## src/rtl/mac_seq_ctrl_pkg.sv

```systemverilog
// Shared types for the MAC dot-product sequencer: FSM state encoding and accumulator width helper.
package mac_seq_pkg;

  typedef enum logic [2:0] {
    IDLE   = 3'd0,
    CLEAR  = 3'd1,
    ACCUM  = 3'd2,
    DRAIN  = 3'd3,
    OUTPUT = 3'd4
  } mac_seq_state_t;

  // Three operand widths hold DEPTH <= 2^dw products of two dw-bit values without overflow.
  function automatic int ACC_W(input int dw);
    return 3 * dw;
  endfunction

endpackage

```

## src/rtl/mac_seq_ctrl_if.sv

```systemverilog
// Control, operand stream, MAC array and result port bundle for mac_seq_ctrl.
// Carries stall_cnt only when MAC_SEQ_STALL_CNT_EN is defined.
interface mac_seq_ctrl_if
  import mac_seq_pkg::*;
#(
  parameter int DATA_WIDTH = 8,
  parameter int LANES      = 8
);
  localparam int AW = ACC_W(DATA_WIDTH);

  logic                          start;
  logic                          busy;
  logic                          done;
  logic                          in_valid;
  logic                          in_ready;
  logic [LANES*DATA_WIDTH-1:0]   in_a;
  logic [DATA_WIDTH-1:0]         in_b;
  logic                          mac_en;
  logic                          mac_clr;
  logic [LANES*DATA_WIDTH-1:0]   mac_a;
  logic [DATA_WIDTH-1:0]         mac_b;
  logic [LANES*AW-1:0]           mac_cout;
  logic                          res_valid;
  logic                          res_ready;
  logic [LANES*AW-1:0]           res_data;
`ifdef MAC_SEQ_STALL_CNT_EN
  logic [15:0]                   stall_cnt;
`endif

`ifdef MAC_SEQ_STALL_CNT_EN
  modport slave (
    input  start, in_valid, in_a, in_b, mac_cout, res_ready,
    output busy, done, in_ready, mac_en, mac_clr, mac_a, mac_b, res_valid, res_data, stall_cnt
  );
  modport master (
    output start, in_valid, in_a, in_b, mac_cout, res_ready,
    input  busy, done, in_ready, mac_en, mac_clr, mac_a, mac_b, res_valid, res_data, stall_cnt
  );
`else
  modport slave (
    input  start, in_valid, in_a, in_b, mac_cout, res_ready,
    output busy, done, in_ready, mac_en, mac_clr, mac_a, mac_b, res_valid, res_data
  );
  modport master (
    output start, in_valid, in_a, in_b, mac_cout, res_ready,
    input  busy, done, in_ready, mac_en, mac_clr, mac_a, mac_b, res_valid, res_data
  );
`endif

endinterface

```

## src/rtl/mac_seq_ctrl.sv

```systemverilog
// Sequences one DEPTH-beat dot product per job across LANES external MAC units.
// Define MAC_SEQ_STALL_CNT_EN to add the saturating stall_cnt output.
module mac_seq_ctrl
  import mac_seq_pkg::*;
#(
  parameter int DATA_WIDTH = 8,
  parameter int LANES      = 8,
  parameter int DEPTH      = 8
) (
  input  logic          clk,
  input  logic          rst,
  mac_seq_ctrl_if.slave bus
);

  localparam int AW = ACC_W(DATA_WIDTH);
  localparam int CW = $clog2(DEPTH) + 1;
  localparam logic [CW-1:0] LAST_BEAT = CW'(DEPTH - 1);

  mac_seq_state_t state_q, state_d;
  logic [CW-1:0]  cnt_q, cnt_d;
  logic           done_q, done_d;
  logic           in_fire;

  assign in_fire = bus.in_valid && (state_q == ACCUM);

  always_ff @(posedge clk or posedge rst) begin
    if (rst) begin
      state_q <= IDLE;
      cnt_q   <= '0;
      done_q  <= 1'b0;
    end else begin
      state_q <= state_d;
      cnt_q   <= cnt_d;
      done_q  <= done_d;
    end
  end

  always_comb begin
    state_d = state_q;
    cnt_d   = cnt_q;
    done_d  = 1'b0;
    unique case (state_q)
      IDLE: begin
        if (bus.start) state_d = CLEAR;
      end
      CLEAR: begin
        cnt_d   = '0;
        state_d = ACCUM;
      end
      ACCUM: begin
        if (in_fire) begin
          cnt_d = cnt_q + CW'(1);
          if (cnt_q == LAST_BEAT) state_d = DRAIN;
        end
      end
      DRAIN: begin
        state_d = OUTPUT;
      end
      OUTPUT: begin
        if (bus.res_ready) begin
          done_d  = 1'b1;
          state_d = IDLE;
        end
      end
      default: state_d = IDLE;
    endcase
  end

  assign bus.busy      = (state_q != IDLE);
  assign bus.done      = done_q;
  assign bus.in_ready  = (state_q == ACCUM);
  assign bus.mac_en    = in_fire;
  assign bus.mac_clr   = (state_q == CLEAR);
  assign bus.mac_a     = bus.in_a;
  assign bus.mac_b     = bus.in_b;
  assign bus.res_valid = (state_q == OUTPUT);

  // The last beat was absorbed on the edge entering DRAIN, so Cout is final here.
  for (genvar gi = 0; gi < LANES; gi++) begin : g_lane
    logic [AW-1:0] res_lane_q;

    always_ff @(posedge clk or posedge rst) begin
      if (rst) begin
        res_lane_q <= '0;
      end else if (state_q == DRAIN) begin
        res_lane_q <= bus.mac_cout[gi*AW +: AW];
      end
    end

    assign bus.res_data[gi*AW +: AW] = res_lane_q;
  end

`ifdef MAC_SEQ_STALL_CNT_EN
  logic [15:0] stall_cnt_q;
  logic        stall_cyc;

  assign stall_cyc = ((state_q == ACCUM)  && !bus.in_valid) ||
                     ((state_q == OUTPUT) && !bus.res_ready);

  always_ff @(posedge clk or posedge rst) begin
    if (rst) begin
      stall_cnt_q <= '0;
    end else if (state_q == CLEAR) begin
      stall_cnt_q <= '0;
    end else if (stall_cyc && (stall_cnt_q != 16'hFFFF)) begin
      stall_cnt_q <= stall_cnt_q + 16'd1;
    end
  end

  assign bus.stall_cnt = stall_cnt_q;
`endif

endmodule

```

## src/flat_wrapper.sv

```systemverilog
// flat-port wrapper written by rule: the top's interface ports become plain ports
module mac_seq_ctrl_flat import mac_seq_pkg::*;
#(
  parameter int DATA_WIDTH = 8,
  parameter int LANES      = 8,
  parameter int DEPTH      = 8
)
  (clk, rst, bus_start, bus_in_valid, bus_in_a, bus_in_b, bus_mac_cout, bus_res_ready, bus_busy, bus_done, bus_in_ready, bus_mac_en, bus_mac_clr, bus_mac_a, bus_mac_b, bus_res_valid, bus_res_data);
  mac_seq_ctrl_if #(.DATA_WIDTH(DATA_WIDTH), .LANES(LANES)) bus_i ();
  input  logic clk;
  input  logic rst;
  input wire logic [$bits(bus_i.start)-1:0] bus_start;
  input wire logic [$bits(bus_i.in_valid)-1:0] bus_in_valid;
  input wire logic [$bits(bus_i.in_a)-1:0] bus_in_a;
  input wire logic [$bits(bus_i.in_b)-1:0] bus_in_b;
  input wire logic [$bits(bus_i.mac_cout)-1:0] bus_mac_cout;
  input wire logic [$bits(bus_i.res_ready)-1:0] bus_res_ready;
  output wire logic [$bits(bus_i.busy)-1:0] bus_busy;
  output wire logic [$bits(bus_i.done)-1:0] bus_done;
  output wire logic [$bits(bus_i.in_ready)-1:0] bus_in_ready;
  output wire logic [$bits(bus_i.mac_en)-1:0] bus_mac_en;
  output wire logic [$bits(bus_i.mac_clr)-1:0] bus_mac_clr;
  output wire logic [$bits(bus_i.mac_a)-1:0] bus_mac_a;
  output wire logic [$bits(bus_i.mac_b)-1:0] bus_mac_b;
  output wire logic [$bits(bus_i.res_valid)-1:0] bus_res_valid;
  output wire logic [$bits(bus_i.res_data)-1:0] bus_res_data;
  assign bus_i.start = bus_start;
  assign bus_i.in_valid = bus_in_valid;
  assign bus_i.in_a = bus_in_a;
  assign bus_i.in_b = bus_in_b;
  assign bus_i.mac_cout = bus_mac_cout;
  assign bus_i.res_ready = bus_res_ready;
  assign bus_busy = bus_i.busy;
  assign bus_done = bus_i.done;
  assign bus_in_ready = bus_i.in_ready;
  assign bus_mac_en = bus_i.mac_en;
  assign bus_mac_clr = bus_i.mac_clr;
  assign bus_mac_a = bus_i.mac_a;
  assign bus_mac_b = bus_i.mac_b;
  assign bus_res_valid = bus_i.res_valid;
  assign bus_res_data = bus_i.res_data;
  mac_seq_ctrl #(.DATA_WIDTH(DATA_WIDTH), .LANES(LANES), .DEPTH(DEPTH)) u_core (.clk(clk), .rst(rst), .bus(bus_i));
endmodule
```

## config.mk

```make
export PLATFORM = sky130hd
export DESIGN_NAME = mac_seq_ctrl_flat
export DESIGN_NICKNAME = d
export VERILOG_FILES = /design/src/rtl/mac_seq_ctrl_pkg.sv /design/src/rtl/mac_seq_ctrl_if.sv /design/src/rtl/mac_seq_ctrl.sv /design/src/flat_wrapper.sv
export SDC_FILE = /design/constraint.sdc
export NUM_CORES = 1
export LEC_CHECK = 0
export BUFFER_PORTS_ARGS = -buffer_cell sky130_fd_sc_hd__buf_4
export CAP_MARGIN = 20
export CORE_AREA = 2 2 208 210
export CTS_CLUSTER_DIAMETER = 150
export DETAILED_ROUTE_END_ITERATION = 8
export DIE_AREA = 0 0 210 212
export SLEW_MARGIN = 20
export SYNTH_ARGS = -nofsm -noshare
export SYNTH_HDL_FRONTEND = slang
export SYNTH_SLANG_ARGS = --single-unit
```

## constraint.sdc

```tcl
create_clock -name clk -period 8.8 [get_ports clk]
set_clock_uncertainty 0.1 [all_clocks]
set_input_delay 1.32 -clock clk [delete_from_list [all_inputs] [get_ports clk]]
set_output_delay 1.32 -clock clk [all_outputs]
set_load 0.02 [all_outputs]
```

Word level (Yosys, flattened, before mapping). Cells that the tools add are included.

$add $sub $neg: 1. Mux-type cells: 9. Equal/unequal tests: 9. Reduce and logical (&&, ||, !) cells: 6.

Operators with widths (number): 3-bit case mux with 5 select lines (1); 3-bit two-way mux (4); 4-bit case mux with 2 select lines (1); 3-bit by 2-bit equality test with 1-bit output, second input constant (2); 4-bit by 1-bit adder with 4-bit output, second input constant (1); 4-bit by 3-bit equality test with 1-bit output, second input constant (1); 4-bit two-way mux (1); 2-bit by 1-bit inequality test with 1-bit output, second input constant (2); 2-bit inequality test, second input constant (2); 4-bit AND reduction (1); 3-bit by 1-bit equality test with 1-bit output, second input constant (1); 3-bit equality test, second input constant (1); 3-bit zero test (1); 3-bit nonzero test (1); 1-bit two-way mux (2); 2-bit AND reduction (1); 2-bit nonzero test (1); 1-bit logical AND (1).

Flip-flop bits (word level): 200. Input bits: 269. Output and inout bits: 270. Word-level logic and storage cells: 36.

Longest topological paths before layout. Gate-level depths: netlist of the first run.

Depth in word-level cells: 4. Gate-level depth with buffers: 6.

Worst setup path before layout of the first run. OpenSTA, ideal clock, no wires.

Path kind: in2out. Start: in bus_in_valid. End: out bus_mac_en. Buffers on the path: 0. Data arrival time: 1566 ps. Path slack: 5814 ps. Stages: 1. Required time: 7380 ps. Cells stage by stage: and3_1.

Cells in the longest elaborated chain, start to end: 1.

RTL lines: from (decl) (RTL line flat_wrapper.sv:13) `input wire logic [$bits(bus_i.in_valid)-1:0] bus_in_valid;`; 1-bit logical AND (RTL line mac_seq_ctrl.sv:24) `assign in_fire = bus.in_valid && (state_q == ACCUM);`; to (decl) (RTL line flat_wrapper.sv:21) `output wire logic [$bits(bus_i.mac_en)-1:0] bus_mac_en;`.

Every way passes these cells.

Final worst setup path of the first run.
Start: reg u_core.state_q[2]. End: reg u_core.g_lane[3].res_lane_q[12].

Cells in the longest elaborated chain, start to end: 1.

RTL lines: from (decl) (RTL line mac_seq_ctrl.sv:19) `mac_seq_state_t state_q, state_d;`; from (signal assigned) (RTL line mac_seq_ctrl.sv:32) `state_q <= state_d;`; 3-bit by 2-bit equality test with 1-bit output (RTL line mac_seq_ctrl.sv:85) `end else if (state_q == DRAIN) begin`; to (signal assigned) (RTL line mac_seq_ctrl.sv:86) `res_lane_q <= bus.mac_cout[gi*AW +: AW];`; to (decl) (RTL line mac_seq_ctrl.sv:80) `logic [AW-1:0] res_lane_q;`.

Every way passes these cells. A chain may end at the register's enable or synchronous reset.

==> results.sh, run 1 <==
export IMPL_fp_dieH_um=212
export IMPL_p_total_mw=5.04
export IMPL_grt_overflow=0
export IMPL_dr_pass1_iters=4
export IMPL_wl_per_cell_um=16.3
export IMPL_clock_tree_htree_level_count=4
export IMPL_clk_pin_slew_ns=0.07
export IMPL_syn_num_nets=798
export IMPL_worstSkewPairLatency_ns=0.47
export IMPL_grt_pass1_vias=5606
export IMPL_end_kind="flop"
export IMPL_synthMuxAreaShare_pct=31.7
export IMPL_gp_congestion=0.766
export IMPL_cts_resized=0
export IMPL_syn_inst=528
export IMPL_grt_pass1_wl_mm=34.1
export IMPL_synthToLayoutAreaGrowth_pct=40.0
export IMPL_start_kind="flop"
export IMPL_rows=76
export IMPL_synth_top_family_by_area="multiplexers"
export IMPL_synth_xor_area_share_pct=0.0994
export IMPL_drive_above_1_share_pct=72.5
export IMPL_final_setup_tns_ns=0
export IMPL_synthAdderAreaFrac_pct=0.142
export IMPL_dieArea_mm2=0.0445
export IMPL_clock_sinks=200
export IMPL_synth_warnings=0
export IMPL_dp_cells=1377
export IMPL_synth_compound_area_share_pct=0.909
export IMPL_async_flop_share_pct=100
export IMPL_final_setup_viol_count=0
export IMPL_drc_errors=0
export IMPL_grt_setup_unrepaired="false"
export IMPL_ir_drop_mv=0.168
export IMPL_worst_pin_slew_ns=0.921
export IMPL_crit_required_ns=9.06
export IMPL_nets=1120
export IMPL_cts_root_buffer="clkbuf_16"
export IMPL_critPathKind="flop to flop"
export IMPL_grt_max_degree=77
export IMPL_netlist_top_cells_area="dfrtp_1, mux2_4, buf_4"
export IMPL_hold_violations=0
export IMPL_avgViaCountPerCell=3.81
export IMPL_yosysMostFrequentCell="dfrtp_1"
export IMPL_synthesis_area_mm2=0.00881
export IMPL_start_util_pct=20.7
export IMPL_fin_crit_ns=3.28
export IMPL_core_area_mm2=0.0425
export IMPL_yosysUniqueCellTypes=31
export IMPL_synth_ff_type="dfrtp_1"
export IMPL_chipWidth_um=210
export IMPL_ios=539
export IMPL_postCtsSetupRepairBufs=0
export IMPL_worstPathMaxFanout=52
export IMPL_stdcell_count=1408
export IMPL_pre_cts_ws_ns=5.43
export IMPL_dp_final_hpwl_mm=16.9
export IMPL_status="completed"
export IMPL_synth_seq_cells=200
export IMPL_whs_ns=0.408
export IMPL_synth_commonest_cells="dfrtp_1, mux2_4, buf_4"
export IMPL_antenna_found_initial=0
export IMPL_relSlewSlack_pct=38.6
export IMPL_hp_class="flop to flop"
export IMPL_cts_tree="yes"
export IMPL_synth_edf_count=0
export IMPL_worst_slack_ns=5.52
export IMPL_avgSynthCellArea_um2=16.7
export IMPL_numCtsBuffers=17
export IMPL_synthSimpleGateAreaFrac_pct=1.31
export IMPL_initialDrtViolationCount=254
export IMPL_antenna_left=0
export IMPL_gr_usage_all_layers_pct=10.3
export IMPL_fin_crit_sh_pct=37.3
export IMPL_via_count=5369
export IMPL_ctsHoldBuffers=0
export IMPL_drv_slew=0
export IMPL_max_freq_ghz=0.305
export IMPL_yosysTopAreaCellShare_pct=56.8
export IMPL_ys_seq_area_share_pct=56.8
export IMPL_routed_wirelength_mm=23.0
export IMPL_yosysTopAreaCell="dfrtp_1"
export IMPL_worst_ep_arrival_time_ns=3.54
export IMPL_power_density_mw_per_mm2=409
export IMPL_portBuffers=394
export IMPL_max_cap_violations=0
export IMPL_antennaDiodeCount=0
export IMPL_p_leak_nw=6.34
export IMPL_ctsLongestPathBuffers=2
-- stage by stage --
stage               instance area (µm²)  utilization (%)
finish                            12300             29.0
detailed placement                11700             27.6
CTS                               12300             29.0
floorplan                          8810                -
global placement                  11700             27.6
global route                      12300             29.0
-- registers in the layout, summed over array words and instances, names as in the netlist --
| register | cells |
|---|---|
| u_core.bus.done | 1 |
| u_core.state_q | 3 |
| u_core.cnt_q | 4 |
| u_core.g_lane.res_lane_q | 192 |
-- final cells by class --
type | count | area (µm²)
repair buffers | 400 | 3000
flip-flops and latches | 200 | 5000
clock inverters | 11 | 146
multi-input cells | 228 | 3020
inverters | 3 | 18.8
clock buffers | 20 | 457
well taps | 546 | 683
fillers | 4320 | 30200
-- report_power, final --
| group | total, mW | switching [mW] | internal (mW) |
|---|---|---|---|
| Clock | 0.821 | 0.361 | 0.460 |
| Combinational | 2.52 | 1.14 | 1.38 |
| Sequential | 1.70 | 0.304 | 1.40 |
-- per-layer routing --
| metal | routed length, µm | track usage (%) |
|---|---|---|
| met3 | 2150 | 5.02 |
| met5 | 0 | 0 |
| met2 | 10800 | 15.3 |
| met1 | 9320 | 12.1 |
| met4 | 703 | 6.36 |
-- worst max-delay path: stages, from the launching register on --
cell      delay, ns
dfrtp_1        0.51
nand2b_1       0.21
or2_4          0.43
buf_4          0.73
buf_4          0.77
mux2_4         0.35
-- final timing paths --
check                      cells after the start                                         from  slack (ns)                                     endpoint
max in group asynchronous                      3                                          rst        6.50  u_core.g_lane[3].res_lane_q[10]$_DFFE_PP0N_
min in group asynchronous                      2                                          rst        0.80  u_core.g_lane[7].res_lane_q[17]$_DFFE_PP0N_
hold reg to reg                                1  u_core.g_lane[0].res_lane_q[22]$_DFFE_PP0N_        0.41  u_core.g_lane[0].res_lane_q[22]$_DFFE_PP0N_
setup / recovery                               5                u_core.state_q[2]$_DFFE_PP0P_        5.52  u_core.g_lane[3].res_lane_q[12]$_DFFE_PP0N_
setup reg to reg                               5                u_core.state_q[2]$_DFFE_PP0P_        5.52  u_core.g_lane[3].res_lane_q[12]$_DFFE_PP0N_
hold / removal                                 1  u_core.g_lane[0].res_lane_q[22]$_DFFE_PP0N_        0.41  u_core.g_lane[0].res_lane_q[22]$_DFFE_PP0N_
-- cell usage in the layout, fill, tap and decap left out, types with 2 or more instances in the layout --
master,n
nand4_1,3
o21ai_0,6
clkinv_4,2
clkbuf_8,2
clkbuf_16,17
nand3_1,3
mux2_2,23
and3_1,2
clkinv_2,3
nor2_1,4
buf_4,400
mux2_4,169
dfrtp_1,200
bufinv_16,3
a21oi_1,2
clkinvlp_4,2
nand2_1,2
-- cells by family (layout without fill, tap and decap cells) --
family / Yosys count / in the layout
AND/OR/NAND/NOR: 21 / 21
flip-flops: 200 / 200
buffers and inverters: 100 / 434
adder cells (fa/ha/maj): 1 / 1
multiplexers: 192 / 192
AO/OA/AOI/OAI: 13 / 13
XOR/XNOR: 1 / 1
Power figures use the tool's default switching activity.
==> inputs of run 2 (changes only) <==
==> constraint.sdc (replaced) <==
create_clock -name clk -period 3.1 [get_ports clk]
set_clock_uncertainty 0.1 [all_clocks]
set_input_delay 0.465 -clock clk [delete_from_list [all_inputs] [get_ports clk]]
set_output_delay 0.465 -clock clk [all_outputs]
set_load 0.02 [all_outputs]
==> results.sh, run 2 (same netlist as run 1, synthesis figures left out) <==
export IMPL_antenna_left=0
export IMPL_core_area_mm2=0.0425
export IMPL_synthToLayoutAreaGrowth_pct=41.7
export IMPL_dp_final_hpwl_mm=17.3
export IMPL_avgViaCountPerCell=3.81
export IMPL_clk_pin_slew_ns=0.08
export IMPL_layout_commonest_cell="buf_4"
export IMPL_wl_met3_mm=2.16
export IMPL_postCtsSetupRepairBufs=0
export IMPL_largest_reg_flops=192
export IMPL_antenna_found_initial=0
export IMPL_dr_pass1_iters=4
export IMPL_chipWidth_um=210
export IMPL_r2r_end="u_core.g_lane[1].res_lane_q[22]$_DFFE_PP0N_"
export IMPL_max_freq_ghz=0.424
export IMPL_regMostFlops="u_core.g_lane.res_lane_q"
export IMPL_mostFrequentLayoutCells="buf_4, dfrtp_1, mux2_4"
export IMPL_worst_pin_slew_ns=0.699
export IMPL_p_sw_mw=5.22
export IMPL_dieArea_mm2=0.0445
export IMPL_power_density_mw_per_mm2=1140
export IMPL_grt_pass1_wl_mm=34.5
export IMPL_ios=539
export IMPL_met1_length_mm=9.32
export IMPL_fp_dieH_um=212
export IMPL_combPwrFrac_pct=51.0
export IMPL_drive_above_1_share_pct=73.0
export IMPL_antennaDiodeCount=0
export IMPL_gp_congestion=0.747
export IMPL_drv_slew=0
export IMPL_grt_setup_unrepaired="false"
export IMPL_relSlewSlack_pct=53.4
export IMPL_numCtsBuffers=17
export IMPL_dp_cells=1390
export IMPL_drc_errors=0
export IMPL_min_from="bus_res_ready"
export IMPL_crit_required_ns=2.53
export IMPL_grt_overflow=0
export IMPL_intPower_mw=9.00
export IMPL_final_setup_tns_ns=0
export IMPL_r2r_slack_ns=0.83
export IMPL_clock_tree_htree_level_count=4
export IMPL_max_cap_violations=0
export IMPL_multi_input_area_mm2=0.00302
export IMPL_routed_wirelength_mm=23.5
export IMPL_start_util_pct=20.7
export IMPL_min_to="u_core.state_q[2]$_DFFE_PP0P_"
export IMPL_p_clk_share_pct=15.2
export IMPL_hold_violations=0
export IMPL_status="completed"
export IMPL_end_kind="output pin"
export IMPL_ir_drop_mv=0.543
export IMPL_portBuffers=394
export IMPL_worst_ep_arrival_time_ns=1.79
export IMPL_stdcell_count=1423
export IMPL_pwr_share_seq_pct=33.8
export IMPL_top_regs="u_core.g_lane.res_lane_q x192, u_core.cnt_q x4, u_core.state_q x3"
export IMPL_grt_pass1_vias=5690
export IMPL_fin_crit_ns=2.36
export IMPL_critPathKind="flop to output pin"
export IMPL_rows=76
export IMPL_worstHoldPathCells=2
export IMPL_cts_tree="yes"
export IMPL_final_setup_viol_count=0
export IMPL_ctsLongestPathBuffers=2
export IMPL_fillers=4314
export IMPL_p_leak_nw=6.41
export IMPL_via_count=5421
export IMPL_nets=1134
export IMPL_seq_area_mm2=0.00500
export IMPL_fin_crit_sh_pct=76.1
export IMPL_start_kind="flop"
export IMPL_ff2ff_path_depth=4
export IMPL_wl_met2_mm=11.3
export IMPL_worstSkewPairLatency_ns=0.48
export IMPL_hp_class="primary input to flop"
export IMPL_initialDrtViolationCount=263
export IMPL_grt_max_degree=95
export IMPL_clock_sinks=200
export IMPL_gr_usage_all_layers_pct=10.5
export IMPL_worstPathMaxFanout=12
export IMPL_wl_per_cell_um=16.5
export IMPL_cts_root_buffer="clkbuf_16"
export IMPL_r2r_start="u_core.state_q[0]$_DFFE_PP0P_"
export IMPL_p_sw_share_pct=36.7
export IMPL_top_layer="met4"
run 2: cell types whose count changed in the layout (fill, tap and decap cells not counted), sizes merged:
cell / before / now
buf: 400 / 413
bufinv: 3 / 0
clkbuf: 20 / 18
clkinv: 5 / 4
clkinvlp: 2 / 6
dlygate4sd3: 0 / 1
inv: 4 / 7
run 2: how the worst max path moves through the flow:
| stage | startpoint | to | slack [ns] | cells past startpoint |
|---|---|---|---|---|
| final | u_core.state_q[0]$_DFFE_PP0P_ | bus_mac_en | 0.74 | 3 |
| after global routing | u_core.state_q[0]$_DFFE_PP0P_ | bus_mac_en | 0.66 | 3 |
| after CTS | u_core.state_q[0]$_DFFE_PP0P_ | bus_mac_en | 0.72 | 3 |
| after detailed placement | u_core.state_q[0]$_DFFE_PP0P_ | u_core.g_lane[1].res_lane_q[22]$_DFFE_PP0N_ | 0.82 | 4 |
| after global placement | u_core.state_q[2]$_DFFE_PP0P_ | u_core.g_lane[5].res_lane_q[11]$_DFFE_PP0N_ | 0.90 | 4 |
| after floorplan | rst | u_core.bus.done$_DFF_PP0_ | -0.05 | 1 |
run 2: power groups by stage:
stage	logic, mW	registers (mW)	clock network [mW]
2_1_floorplan	3.06	6.28	0
3_3_place_gp	7.25	4.82	0
3_5_place_dp	7.33	4.83	0
4_1_cts	7.36	4.81	2.27
5_1_grt	7.64	4.97	2.35
6_report	7.25	4.81	2.16
run 2: timing repair:
action | CTS | global route
endpoints found under the hold margin | 7 | 0
hold buffers | 1 | 0
resized for setup | 0 | 0
run 2: cell type report:
class / instances / area share, %
timing repair buffer: 414 / 25.7
inverter: 3 / 0.120
clock buffer: 18 / 3.52
clock inverter: 14 / 0.922
sequential: 200 / 40.1
multi-input combinational: 228 / 24.2
tap: 546 / 5.47
run 2: routing by layer:
metal | track usage (%) | vias to the layer above
li1 | - | 2417
met1 | 11.9 | 2688
met3 | 4.83 | 36
met2 | 16.1 | 280
met4 | 6.16 | 0
met5 | 0 | -
run 2: critical path: stages, from the launching register on:
cell	delay, ns
dfrtp_1	0.53
nor2_1	0.40
and3_1	0.24
buf_4	0.15
run 2: through the flow:
stage               util, %  power (mW)  setup WS (ns)  instance area, µm²  hold slack [ns]
floorplan                 -        9.34        -0.0533                8810            0.422
global placement       28.0        12.1          0.904               11900            0.324
detailed placement     28.0        12.2          0.824               11900            0.324
CTS                    29.4        14.4          0.721               12500           0.0325
global route           29.4        15.0          0.656               12500           0.0587
finish                 29.4        14.2          0.741               12500           0.0933
==> inputs of run 3 (changes only) <==
==> constraint.sdc (replaced) <==
create_clock -name clk -period 2.4 [get_ports clk]
set_clock_uncertainty 0.1 [all_clocks]
set_input_delay 0.36 -clock clk [delete_from_list [all_inputs] [get_ports clk]]
set_output_delay 0.36 -clock clk [all_outputs]
set_load 0.02 [all_outputs]
==> results.sh, run 3 (same netlist as run 1, synthesis figures left out) <==
export IMPL_clock_sinks=200
export IMPL_regMostFlops="u_core.g_lane.res_lane_q"
export IMPL_status="completed"
export IMPL_via_count=6210
export IMPL_p_clk_share_pct=15.8
export IMPL_pre_cts_ws_ns=0.303
export IMPL_gr_usage_all_layers_pct=11.4
export IMPL_grt_max_degree=100
export IMPL_gp_congestion=0.737
export IMPL_core_area_mm2=0.0425
export IMPL_drc_errors=0
export IMPL_start_util_pct=20.7
export IMPL_placed_cell_area_mm2=0.0119
export IMPL_ir_drop_mv=0.666
export IMPL_ios=539
export IMPL_synthToLayoutAreaGrowth_pct=63.8
export IMPL_seq_area_mm2=0.00500
export IMPL_portBuffers=394
export IMPL_power_density_mw_per_mm2=1310
export IMPL_final_setup_viol_count=0
export IMPL_cts_tree="yes"
export IMPL_top_regs="u_core.g_lane.res_lane_q x192, u_core.cnt_q x4, u_core.state_q x3"
export IMPL_antenna_found_initial=0
export IMPL_fin_crit_ns=2.18
export IMPL_postCtsSetupRepairBufs=0
export IMPL_dp_cells=1390
export IMPL_dieArea_mm2=0.0445
export IMPL_crit_required_ns=1.94
export IMPL_ctsHoldBuffers=193
export IMPL_min_from="bus_mac_cout[75]"
export IMPL_worst_slack_ns=0.221
export IMPL_cp_startpoint="u_core.state_q[0]$_DFFE_PP0P_"
export IMPL_largest_reg_flops=192
export IMPL_worst_pin_slew_ns=0.879
export IMPL_worstPathMaxFanout=12
export IMPL_stdcell_count=1614
export IMPL_wl_per_cell_um=15.9
export IMPL_grt_setup_unrepaired="false"
export IMPL_routed_wirelength_mm=25.7
export IMPL_ctsLongestPathBuffers=2
export IMPL_grt_pass1_wl_mm=38.6
export IMPL_critPathKind="flop to output pin"
export IMPL_chipWidth_um=210
export IMPL_post_route_cell_area_mm2=0.0144
export IMPL_p_leak_nw=7.24
export IMPL_grt_overflow=0
export IMPL_max_freq_ghz=0.459
export IMPL_worst_ep_arrival_time_ns=1.72
export IMPL_utilization_pct=34.0
export IMPL_drive_above_1_share_pct=59.6
export IMPL_clk_pin_slew_ns=0.07
export IMPL_dr_pass1_iters=4
export IMPL_r2r_start="u_core.state_q[2]$_DFFE_PP0P_"
export IMPL_hold_violations=0
export IMPL_layout_commonest_cell="buf_4"
export IMPL_cts_resized=0
export IMPL_end_kind="output pin"
export IMPL_hp_class="primary input to flop"
export IMPL_max_cap_violations=0
export IMPL_dp_final_hpwl_mm=17.4
export IMPL_multi_input_area_mm2=0.00302
export IMPL_numCtsBuffers=17
export IMPL_relSlewSlack_pct=41.4
export IMPL_fp_dieH_um=212
export IMPL_p_sw_share_pct=35.9
export IMPL_worstSkewPairLatency_ns=0.47
export IMPL_fin_crit_sh_pct=90.8
export IMPL_cts_root_buffer="clkbuf_16"
export IMPL_nets=1326
export IMPL_antenna_left=0
export IMPL_drv_slew=0
export IMPL_initialDrtViolationCount=308
export IMPL_pwr_share_seq_pct=33.1
export IMPL_clock_tree_htree_level_count=4
export IMPL_mostFrequentLayoutCells="buf_4, dfrtp_1, dlygate4sd3_1"
export IMPL_start_kind="flop"
export IMPL_avgViaCountPerCell=3.85
export IMPL_grt_pass1_vias=6815
export IMPL_intPower_mw=12.1
export IMPL_combPwrFrac_pct=51.1
export IMPL_rows=76
export IMPL_fillers=4088
export IMPL_p_sw_mw=6.79
export IMPL_antennaDiodeCount=0
## run 3: changes by cell type in the layout (fill, tap and decap cells not counted), moves of 2 or more
| cell | change |
|---|---|
| bufinv_16 | +3 |
| clkbuf_1 | +2 |
| clkinv_2 | +2 |
| clkinvlp_4 | -4 |
| dlygate4sd3_1 | +192 |
| inv_6 | -2 |
## run 3: area by class of cell
type | instances | area share (%)
clock buffer | 20 | 3.09
clock inverter | 11 | 1.02
inverter | 3 | 0.104
multi-input combinational | 228 | 20.9
sequential | 200 | 34.7
tap | 546 | 4.73
timing repair buffer | 606 | 35.5
## run 3: through the flow
| step | setup TNS, ns | total power, mW | hold WS (ns) |
|---|---|---|---|
| 2_1_floorplan | -129.67 | 12.1 | 0.368 |
| 3_3_place_gp | 0 | 15.5 | 0.369 |
| 3_5_place_dp | 0 | 15.7 | 0.375 |
| 4_1_cts | 0 | 19.1 | 0.0438 |
| 5_1_grt | 0 | 19.9 | 0.0697 |
| 6_report | 0 | 18.9 | 0.0957 |
## run 3: power groups by stage
stage	sequential (mW)	clock, mW	combinational (mW)
finish	6.26	2.99	9.65
global route	6.48	3.25	10.1
CTS	6.23	3.12	9.70
detailed placement	6.24	0	9.43
global placement	6.22	0	9.30
floorplan	8.12	0	3.95
## run 3: final timing paths
path	to	slack (ns)	depth (start not counted)
worst max-delay path	bus_mac_en	0.22	3
worst min-delay path	u_core.g_lane[3].res_lane_q[3]$_DFFE_PP0N_	0.1	2
worst max register to register	u_core.g_lane[3].res_lane_q[4]$_DFFE_PP0N_	0.23	4
worst min register to register	u_core.g_lane[1].res_lane_q[16]$_DFFE_PP0N_	0.41	1
max in group asynchronous	u_core.g_lane[2].res_lane_q[22]$_DFFE_PP0N_	1.25	4
min in group asynchronous	u_core.g_lane[1].res_lane_q[20]$_DFFE_PP0N_	0.42	4
## run 3: critical path: stages, from the launching register on
cell	delay, ns
dfrtp_1	0.51
nor2_1	0.37
and3_1	0.23
buf_4	0.15
## run 3: routing by layer
layer | vias up | track usage [%] | wire length, µm
met4 | 0 | 6.16 | 798
met5 | - | 0 | 0
met2 | 306 | 18.8 | 12900
met1 | 3059 | 12.5 | 9980
li1 | 2794 | - | -
met3 | 51 | 4.87 | 2110
